## config.mk

```make
export PLATFORM = sky130hd
export DESIGN_NAME = div_sequencer_flat
export DESIGN_NICKNAME = d
export VERILOG_FILES = /design/src/rtl/div_sequencer_if.sv /design/src/rtl/div_sequencer.sv /design/src/flat_wrapper.sv
export SDC_FILE = /design/constraint.sdc
export NUM_CORES = 1
export LEC_CHECK = 0
export BUFFER_PORTS_ARGS = -buffer_cell sky130_fd_sc_hd__buf_2
export CAP_MARGIN = 20
export CORE_MARGIN = 4
export CORE_UTILIZATION = 55
export DETAILED_ROUTE_END_ITERATION = 10
export GPL_TIMING_DRIVEN = 0
export PLACE_DENSITY = 0.84
export SYNTH_ARGS = -nofsm -noshare
export SYNTH_HDL_FRONTEND = slang
export SYNTH_SLANG_ARGS = --single-unit
```

## constraint.sdc

```tcl
create_clock -name clk -period 7.7 [get_ports clk]
set_clock_uncertainty 0.2 [all_clocks]
set_input_delay 0.77 -clock clk [delete_from_list [all_inputs] [get_ports clk]]
set_output_delay 0.77 -clock clk [all_outputs]
set_load 0.02 [all_outputs]
```

## src/rtl/div_sequencer_if.sv

```systemverilog
// E-stage <-> divider handshake: request/operands toward the divider, stall and results back.
interface div_sequencer_if #(
  parameter int WIDTH = 32
);
  logic             start_i;
  logic             signed_i;
  logic [WIDTH-1:0] a_i;
  logic [WIDTH-1:0] b_i;
  logic             annul_i;
  logic             stall_o;
  logic             busy_o;
  logic             ready_o;
  logic [WIDTH-1:0] hi_o;
  logic [WIDTH-1:0] lo_o;

  modport master (
    output start_i, signed_i, a_i, b_i, annul_i,
    input  stall_o, busy_o, ready_o, hi_o, lo_o
  );

  modport slave (
    input  start_i, signed_i, a_i, b_i, annul_i,
    output stall_o, busy_o, ready_o, hi_o, lo_o
  );
endinterface

```

## src/rtl/div_sequencer.sv

```systemverilog
// Multi-cycle restoring divider for DIV/DIVU: one quotient bit per cycle,
// magnitude datapath with sign fix-up applied when the result is registered.
module div_sequencer #(
  parameter int WIDTH = 32,
  parameter int CNT_W = 5
) (
  input logic          clk,
  input logic          resetn,
  div_sequencer_if.slave bus
);

  typedef enum logic [1:0] {IDLE, BUSY, DONE} state_t;

  state_t           state, state_nxt;
  logic [CNT_W-1:0] cnt;
  logic [WIDTH-1:0] rem, quo, dvsr, hi, lo;
  logic             neg_q, neg_r;
  logic             accept, last;
  logic [WIDTH-1:0] a_mag, b_mag, rem_nxt, quo_nxt;
  logic [WIDTH:0]   rem_sh, trial;

  assign accept = (state == IDLE) && bus.start_i && !bus.annul_i;
  assign last   = (state == BUSY) && (cnt == CNT_W'(WIDTH - 1));

  always_comb begin
    a_mag  = (bus.signed_i && bus.a_i[WIDTH-1]) ? -bus.a_i : bus.a_i;
    b_mag  = (bus.signed_i && bus.b_i[WIDTH-1]) ? -bus.b_i : bus.b_i;
    rem_sh = {rem, quo[WIDTH-1]};
    trial  = rem_sh - {1'b0, dvsr};
    if (!trial[WIDTH]) begin
      rem_nxt = trial[WIDTH-1:0];
      quo_nxt = {quo[WIDTH-2:0], 1'b1};
    end else begin
      rem_nxt = rem_sh[WIDTH-1:0];
      quo_nxt = {quo[WIDTH-2:0], 1'b0};
    end
  end

  always_ff @(posedge clk or negedge resetn) begin
    if (!resetn) state <= IDLE;
    else         state <= state_nxt;
  end

  always_comb begin
    state_nxt = state;
    unique case (state)
      IDLE: if (accept) state_nxt = (bus.b_i == '0) ? DONE : BUSY;
      BUSY: if (last) state_nxt = DONE;
      DONE: state_nxt = IDLE;
      default: state_nxt = IDLE;
    endcase
    if (bus.annul_i) state_nxt = IDLE;
  end

  // Quotient shifts in from the bottom of the dividend register; the final
  // iteration's result is fixed up and registered on the way into DONE.
  always_ff @(posedge clk or negedge resetn) begin
    if (!resetn) begin
      cnt   <= '0;
      rem   <= '0;
      quo   <= '0;
      dvsr  <= '0;
      neg_q <= 1'b0;
      neg_r <= 1'b0;
      hi    <= '0;
      lo    <= '0;
    end else if (accept) begin
      cnt   <= '0;
      rem   <= '0;
      quo   <= a_mag;
      dvsr  <= b_mag;
      neg_q <= bus.signed_i & (bus.a_i[WIDTH-1] ^ bus.b_i[WIDTH-1]);
      neg_r <= bus.signed_i & bus.a_i[WIDTH-1];
      if (bus.b_i == '0) begin
        hi <= bus.a_i;
        lo <= '1;
      end
    end else if (state == BUSY) begin
      cnt <= cnt + 1'b1;
      rem <= rem_nxt;
      quo <= quo_nxt;
      if (last && !bus.annul_i) begin
        hi <= neg_r ? -rem_nxt : rem_nxt;
        lo <= neg_q ? -quo_nxt : quo_nxt;
      end
    end
  end

  always_comb begin
    bus.stall_o = ((state == IDLE) && bus.start_i || (state == BUSY)) && !bus.annul_i;
    bus.busy_o  = (state == BUSY);
    bus.ready_o = (state == DONE) && !bus.annul_i;
    bus.hi_o    = hi;
    bus.lo_o    = lo;
  end

endmodule

```

## src/flat_wrapper.sv

```systemverilog
// flat-port wrapper written by rule: the top's interface ports become plain ports
module div_sequencer_flat 
#(
  parameter int WIDTH = 32,
  parameter int CNT_W = 5
)
  (clk, resetn, bus_start_i, bus_signed_i, bus_a_i, bus_b_i, bus_annul_i, bus_stall_o, bus_busy_o, bus_ready_o, bus_hi_o, bus_lo_o);
  div_sequencer_if #(.WIDTH(WIDTH)) bus_i ();
  input logic clk;
  input logic resetn;
  input wire logic [$bits(bus_i.start_i)-1:0] bus_start_i;
  input wire logic [$bits(bus_i.signed_i)-1:0] bus_signed_i;
  input wire logic [$bits(bus_i.a_i)-1:0] bus_a_i;
  input wire logic [$bits(bus_i.b_i)-1:0] bus_b_i;
  input wire logic [$bits(bus_i.annul_i)-1:0] bus_annul_i;
  output wire logic [$bits(bus_i.stall_o)-1:0] bus_stall_o;
  output wire logic [$bits(bus_i.busy_o)-1:0] bus_busy_o;
  output wire logic [$bits(bus_i.ready_o)-1:0] bus_ready_o;
  output wire logic [$bits(bus_i.hi_o)-1:0] bus_hi_o;
  output wire logic [$bits(bus_i.lo_o)-1:0] bus_lo_o;
  assign bus_i.start_i = bus_start_i;
  assign bus_i.signed_i = bus_signed_i;
  assign bus_i.a_i = bus_a_i;
  assign bus_i.b_i = bus_b_i;
  assign bus_i.annul_i = bus_annul_i;
  assign bus_stall_o = bus_i.stall_o;
  assign bus_busy_o = bus_i.busy_o;
  assign bus_ready_o = bus_i.ready_o;
  assign bus_hi_o = bus_i.hi_o;
  assign bus_lo_o = bus_i.lo_o;
  div_sequencer #(.WIDTH(WIDTH), .CNT_W(CNT_W)) u_core (.clk(clk), .resetn(resetn), .bus(bus_i));
endmodule
```

==> After elaboration in Yosys (flattened, before gate mapping) <==
Cells that the tools add are included.
{ "word_totals": {"input_bits": 69, "wordCells": 65, "out_inout_bits": 67, "ff_bits": 169} }
{ "op_classes": {"eq_ne": 6, "add_sub_neg": 6, "reduce_logical": 16, "n_mux": 25, "n_bitwise": 3} }
{ "ops": {"columns": ["cell", "n"], "rows": [
  ["$mux 32", 17],
  ["$neg 32->32", 4],
  ["$sub 33x32->33", 1],
  ["$logic_not 32->1", 1],
  ["$mux 5", 2],
  ["$logic_and 1x1->1", 8],
  ["$mux 2", 4],
  ["$ne 3x2->1 const B", 2],
  ["$add 5x1->5 const B", 1],
  ["$eq 5x5->1 const B", 1],
  ["$pmux 2 s2", 1],
  ["$reduce_bool 2->1", 2],
  ["$reduce_and 3->1", 1],
  ["$and 1x1->1", 2],
  ["$eq 2x1->1 const B", 1],
  ["$eq 2x2->1 const B", 1],
  ["$logic_not 2->1", 1],
  ["$ne 2x2->1 const B", 1],
  ["$reduce_and 2->1", 1],
  ["$logic_not 1->1", 1],
  ["$logic_or 1x1->1", 1],
  ["$mux 1", 1],
  ["$xor 1x1->1", 1]
]} }

==> Logic depth before layout (Yosys ltp) <==
{ "depth": {"depth_word": 7, "ltp_mapped": 21, "ltp_nobuf": 19} }

==> Least setup slack after synthesis <==
No wires, ideal clock.
{ "synth_timing": {"path_type": "register to register", "startpoint": "register u_core.quo[31]", "endpoint": "register u_core.hi[28], in the netlist u_core.bus.hi_o[28]", "path_stages_with_launch": 22, "t_arrival_ns": 4.763, "n_path_buf": 2, "synth_period_minus_slack_ns": 5.040, "t_required_ns": 7.423, "setup_ns": 0.077, "path_slack_ns": 2.660, "path_cell_list": "dfrtp_1 -> inv_1 -> ha_1 -> fa_1 -> nand2b_1 -> a211o_1 -> a211o_1 -> a211oi_4 -> o21a_1 -> nor2_4 -> inv_2 -> buf_2 -> buf_1 -> nor2_1 -> a21oi_1 -> ha_1 -> inv_1 -> a221oi_2 -> nand3_2 -> nor4_1 -> mux2_1 -> a21oi_1"} }
{ "synth_between": {"elab_chain_cells": 7} }
{ "synth_lines": {"columns": ["element", "line", "source"], "rows": [
  ["start, declared", "div_sequencer.sv:16", "logic [WIDTH-1:0] rem, quo, dvsr, hi, lo;"],
  ["start signal, assigned", "div_sequencer.sv:70", "quo <= a_mag;"],
  ["start signal, assigned", "div_sequencer.sv:81", "quo <= quo_nxt;"],
  ["$sub 33x32->33", "div_sequencer.sv:29", "trial = rem_sh - {1'b0, dvsr};"],
  ["$mux 32 (*)", "div_sequencer.sv:30", "if (!trial[WIDTH]) begin"],
  ["$neg 32->32", "div_sequencer.sv:83", "hi <= neg_r ? -rem_nxt : rem_nxt;"],
  ["$mux 32 (*)", "div_sequencer.sv:83", null],
  ["$mux 32 (*)", "div_sequencer.sv:82", "if (last && !bus.annul_i) begin"],
  ["$mux 32 (*)", "div_sequencer.sv:78", "end else if (state == BUSY) begin"],
  ["$mux 32 (*)", "div_sequencer.sv:67", "end else if (accept) begin"],
  ["end signal, assigned", "div_sequencer.sv:75", "hi <= bus.a_i;"],
  ["end signal, assigned", "div_sequencer.sv:83", null],
  ["end, declared", "div_sequencer.sv:16", null]
]} }
Mark *: on every way between the ends. The rest lies on a longest branch, timed or not. The select of a mux whose other input is x is not followed.
A chain may end at the register's enable or synchronous reset.

==> Worst setup path after layout <==
Same ends and word-level chain as after synthesis.

==> results.yml <==
logic_synthesis:
  yosysWarningCount: 0
  synth_cell_types: 78
  syn_nets: 1633
  yosys.area_share.xor_xnor_pct: 9.78
  synth-seq-cells: 169
  synth_top_family_by_area: "compound AO/OA/AOI/OAI gates"
  synth_compound_area_share_pct: 23.1
  synth_edf_count: 0
  synthArstFlopShare_pct: 100
  ys_seq_area_share_pct: 35.0
  synth-adder-area-share_pct: 4.10
  synth-simple-area-share_pct: 20.9
  synth_cells: 1525
  mappedNetlistArea_um2: 12100
  synth_ff_type: "dfrtp_1"
  syn_area_per_cell_um2: 7.93
  muxShareOfSynthArea_pct: 2.61
critical_path:
  cp_slowest_cell: "buf_1"
  path_delay_family: "compound AO/OA/AOI/OAI gates"
  startpoint_type: "flop"
  max_stage_delay_ns: 0.57
  reg2reg_depth: 21
  critical_path_required_ns: 7.87
  crit_path_end_kind: "flop"
  crit_fanout: 10
  reg2reg_to: "u_core.bus.hi_o[28]$_DFFE_PN0P_"
  r2r_start: "u_core.quo[31]$_DFFE_PN0P_"
  crit_chain: "inv_1 -> ha_1 -> fa_1 -> nand2b_1 -> a211o_1 -> a211o_1 -> a211oi_4 -> o21a_1 -> nor2_4 -> inv_2 -> buf_2 -> buf_1 -> nor2_1 -> a21oi_1 -> ha_1 -> inv_1 -> a221oi_2 -> nand3_2 -> nor4_1 -> mux2_1 -> a21oi_1"
  rrSetupSlack_ns: 1.26
  critPathArrivalTime_ns: 6.61
  critical_path_class: "reg2reg"
  crit_buf_inv: 5
drt:
  wl_met2_um: 18200
  drtPass1Iterations: 8
  drt-initial-drc-count: 1214
  wl_met3_um: 3280
  route.vias.total: 12200
  met1Wirelength_um: 15400
  drtAntennaViolNets: 0
  vias_per_cell: 6.19
  wl_per_cell_um: 19.8
  top_layer: "met4"
  routed_wl_um: 39100
  drc: 0
finish:
  synthToLayoutAreaGrowth_pct: 13.9
  n_fill_cell: 1869
  fin_util_pct: 64.5
  drive_gt1_share_pct: 11.7
  finalInstanceArea_um2: 13800
  final_nets: 1791
placed_design:
  gp_congestion: 0.982
  dp_hpwl_um: 30500
  portBuffers: 135
  placedInstanceArea_um2: 13200
clock_tree:
  cts_tree: "yes"
  numCtsBuffers: 17
  clk_latency_ns: 0.45
  clkSlewWorstSetupHoldPaths_ns: 0.07
  cts_sinks: 169
  cts_max_level: 4
  ctsResizeCount: 0
  cts_root_buffer: "clkbuf_16"
  cts_setup_buffers: 0
  cts-hold-fix-buffers: 0
  cts_buffer_depth: 2
grt:
  antenna_found_initial: 1
  grt_max_degree: 118
  grt_pass1_vias: 11600
  grt.overflow.total: 0
  track_usage_pct: 31.5
  grt_pass1_wl_um: 60700
power_and_ir_drop:
  swShare_pct: 49.8
  pwr-share-seq_pct: 24.7
  irDropWorstVdd_uv: 190
  internal_power_mw: 2.66
  p_comb_share_pct: 58.2
  clock_power_share_pct: 17.1
  p_total_mw: 5.29
  p_sw_mw: 2.63
  power_density_nw_per_um2: 384
  power_leakage_nw: 6.22
timing:
  fin_crit_ns: 6.44
  tightestPinTransition_ns: 1.01
  final-max-slew-violation-count: 0
  hold_ws_ns: 0.0199
  max_freq_ghz: 0.155
  setup_viol: 0
  fin_crit_sh_pct: 83.7
  hold_viol: 0
  slew_headroom_pct: 32.0
  grt_setup_unrepaired: "no"
  tns_ns: 0
floorplan:
  core_um2: 21400
  row_count: 53
  dieArea_um2: 24400
  die_h_um: 156
  start_util_pct: 56.6
  pin_count: 136
  die_x_um: 156
run_status:
  status: "finished, final reports clean"
job:
  cap_violations: 0
hold_path:
  hold_path_class: "in2async"
==> metrics by stage <==
step / instances / worst slack [ns]
finish: 1972 / 1.26
global route: 1971 / 0.845
CTS: 1969 / 1.35
detailed placement: 1937 / 1.42
global placement: 1935 / 1.44
floorplan: 1525 / 2.66
==> final cells by class <==
cell class                 count  area [um2]  area share (%)
timing repair buffer         139         727            5.28
sequential                   169        4230            30.7
clock inverter                15         181            1.32
buffer                        85         332            2.41
multi-input combinational   1212        7310            53.1
antenna                        1        2.50          0.0182
inverter                      59         221            1.61
tap                          275         344            2.50
clock buffer                  17         425            3.09
==> kinds of logic after synthesis <==
kind of cell / after synthesis
buffers and inverters: 144
AND/OR/NAND/NOR: 545
adder cells (fa/ha/maj): 39
AO/OA/AOI/OAI: 462
multiplexers: 31
XOR/XNOR: 135
flip-flops: 169
==> flip-flops by register name, summed over array words and instances (netlist names) <==
signal / flops
u_core.bus.lo_o: 32
u_core.rem: 32
u_core.bus.hi_o: 32
u_core.neg_q: 1
u_core.state: 2
u_core.neg_r: 1
u_core.dvsr: 32
u_core.quo: 32
u_core.cnt: 5
==> synth_stat cells, types with 4 or more instances <==
master | number | share of area [%]
o31ai_1 | 20 | 1.2
inv_1 | 56 | 1.7
o21a_1 | 9 | 0.56
buf_1 | 7 | 0.22
a211o_1 | 7 | 0.51
nor4_1 | 23 | 1.2
a31oi_1 | 40 | 2.1
and2_1 | 13 | 0.67
nand2b_1 | 8 | 0.41
xnor2_1 | 55 | 4.0
o211a_1 | 4 | 0.33
o41ai_1 | 12 | 0.87
clkbuf_1 | 68 | 2.1
nor3_1 | 26 | 1.1
ha_1 | 38 | 3.9
or4_1 | 10 | 0.62
a22oi_1 | 8 | 0.50
nor2b_1 | 7 | 0.36
o211ai_1 | 12 | 0.74
o21ai_0 | 137 | 5.7
o22ai_1 | 9 | 0.47
a21oi_1 | 144 | 6.0
and3_1 | 13 | 0.67
nand4_1 | 11 | 0.57
nand3_1 | 52 | 2.2
o21ai_1 | 9 | 0.37
nand2_1 | 188 | 5.8
dfrtp_1 | 169 | 35
mux2i_1 | 27 | 2.2
or3_1 | 17 | 0.88
xor2_1 | 80 | 5.8
buf_2 | 10 | 0.41
a21o_1 | 11 | 0.68
nor2_1 | 153 | 4.7
==> layer usage <==
layer  vias up  track usage, %
li1       5788               -
met1      5618            39.1
met2       655            53.1
met3       153            5.06
met4         0            16.5
met5         -               0
==> layout by cell type (no fill, tap or decap), types with 9 or more instances in the layout <==
cell	synthesis	routed
inv_1	56	56
buf_2	10	145
o22ai_1	9	9
o41ai_1	12	12
and3_1	13	13
and2_1	13	13
or4_1	10	10
mux2i_1	27	27
o21ai_1	9	9
a31oi_1	40	40
clkbuf_1	68	68
clkbuf_16	0	17
a21oi_1	144	144
o21a_1	9	9
nor2_1	153	153
ha_1	38	38
xor2_1	80	80
nand4_1	11	11
o21ai_0	137	137
o31ai_1	20	20
dfrtp_1	169	169
or3_1	17	17
a21o_1	11	11
o211ai_1	12	12
nor3_1	26	26
nand2_1	188	188
xnor2_1	55	55
nand3_1	52	52
nor4_1	23	23
==> power by group through the flow <==
stage | logic [mW] | clock network [mW] | registers (mW)
after CTS | 3.01 | 0.901 | 1.29
after floorplan | 2.20 | 0 | 1.26
after global placement | 2.92 | 0 | 1.30
after global routing | 3.37 | 0.944 | 1.33
after detailed placement | 2.98 | 0 | 1.31
final | 3.08 | 0.905 | 1.31
==> worst max path at each step <==
stage | endpoint | cells after the start | start
detailed placement | u_core.bus.hi_o[28]$_DFFE_PN0P_ | 21 | u_core.quo[31]$_DFFE_PN0P_
global placement | u_core.bus.hi_o[28]$_DFFE_PN0P_ | 21 | u_core.quo[31]$_DFFE_PN0P_
floorplan | u_core.bus.hi_o[28]$_DFFE_PN0P_ | 21 | u_core.quo[31]$_DFFE_PN0P_
finish | u_core.bus.hi_o[28]$_DFFE_PN0P_ | 21 | u_core.quo[31]$_DFFE_PN0P_
CTS | u_core.bus.hi_o[28]$_DFFE_PN0P_ | 21 | u_core.quo[31]$_DFFE_PN0P_
global route | u_core.bus.hi_o[28]$_DFFE_PN0P_ | 21 | u_core.quo[31]$_DFFE_PN0P_
No activity file was read; power rests on OpenSTA's default activity.
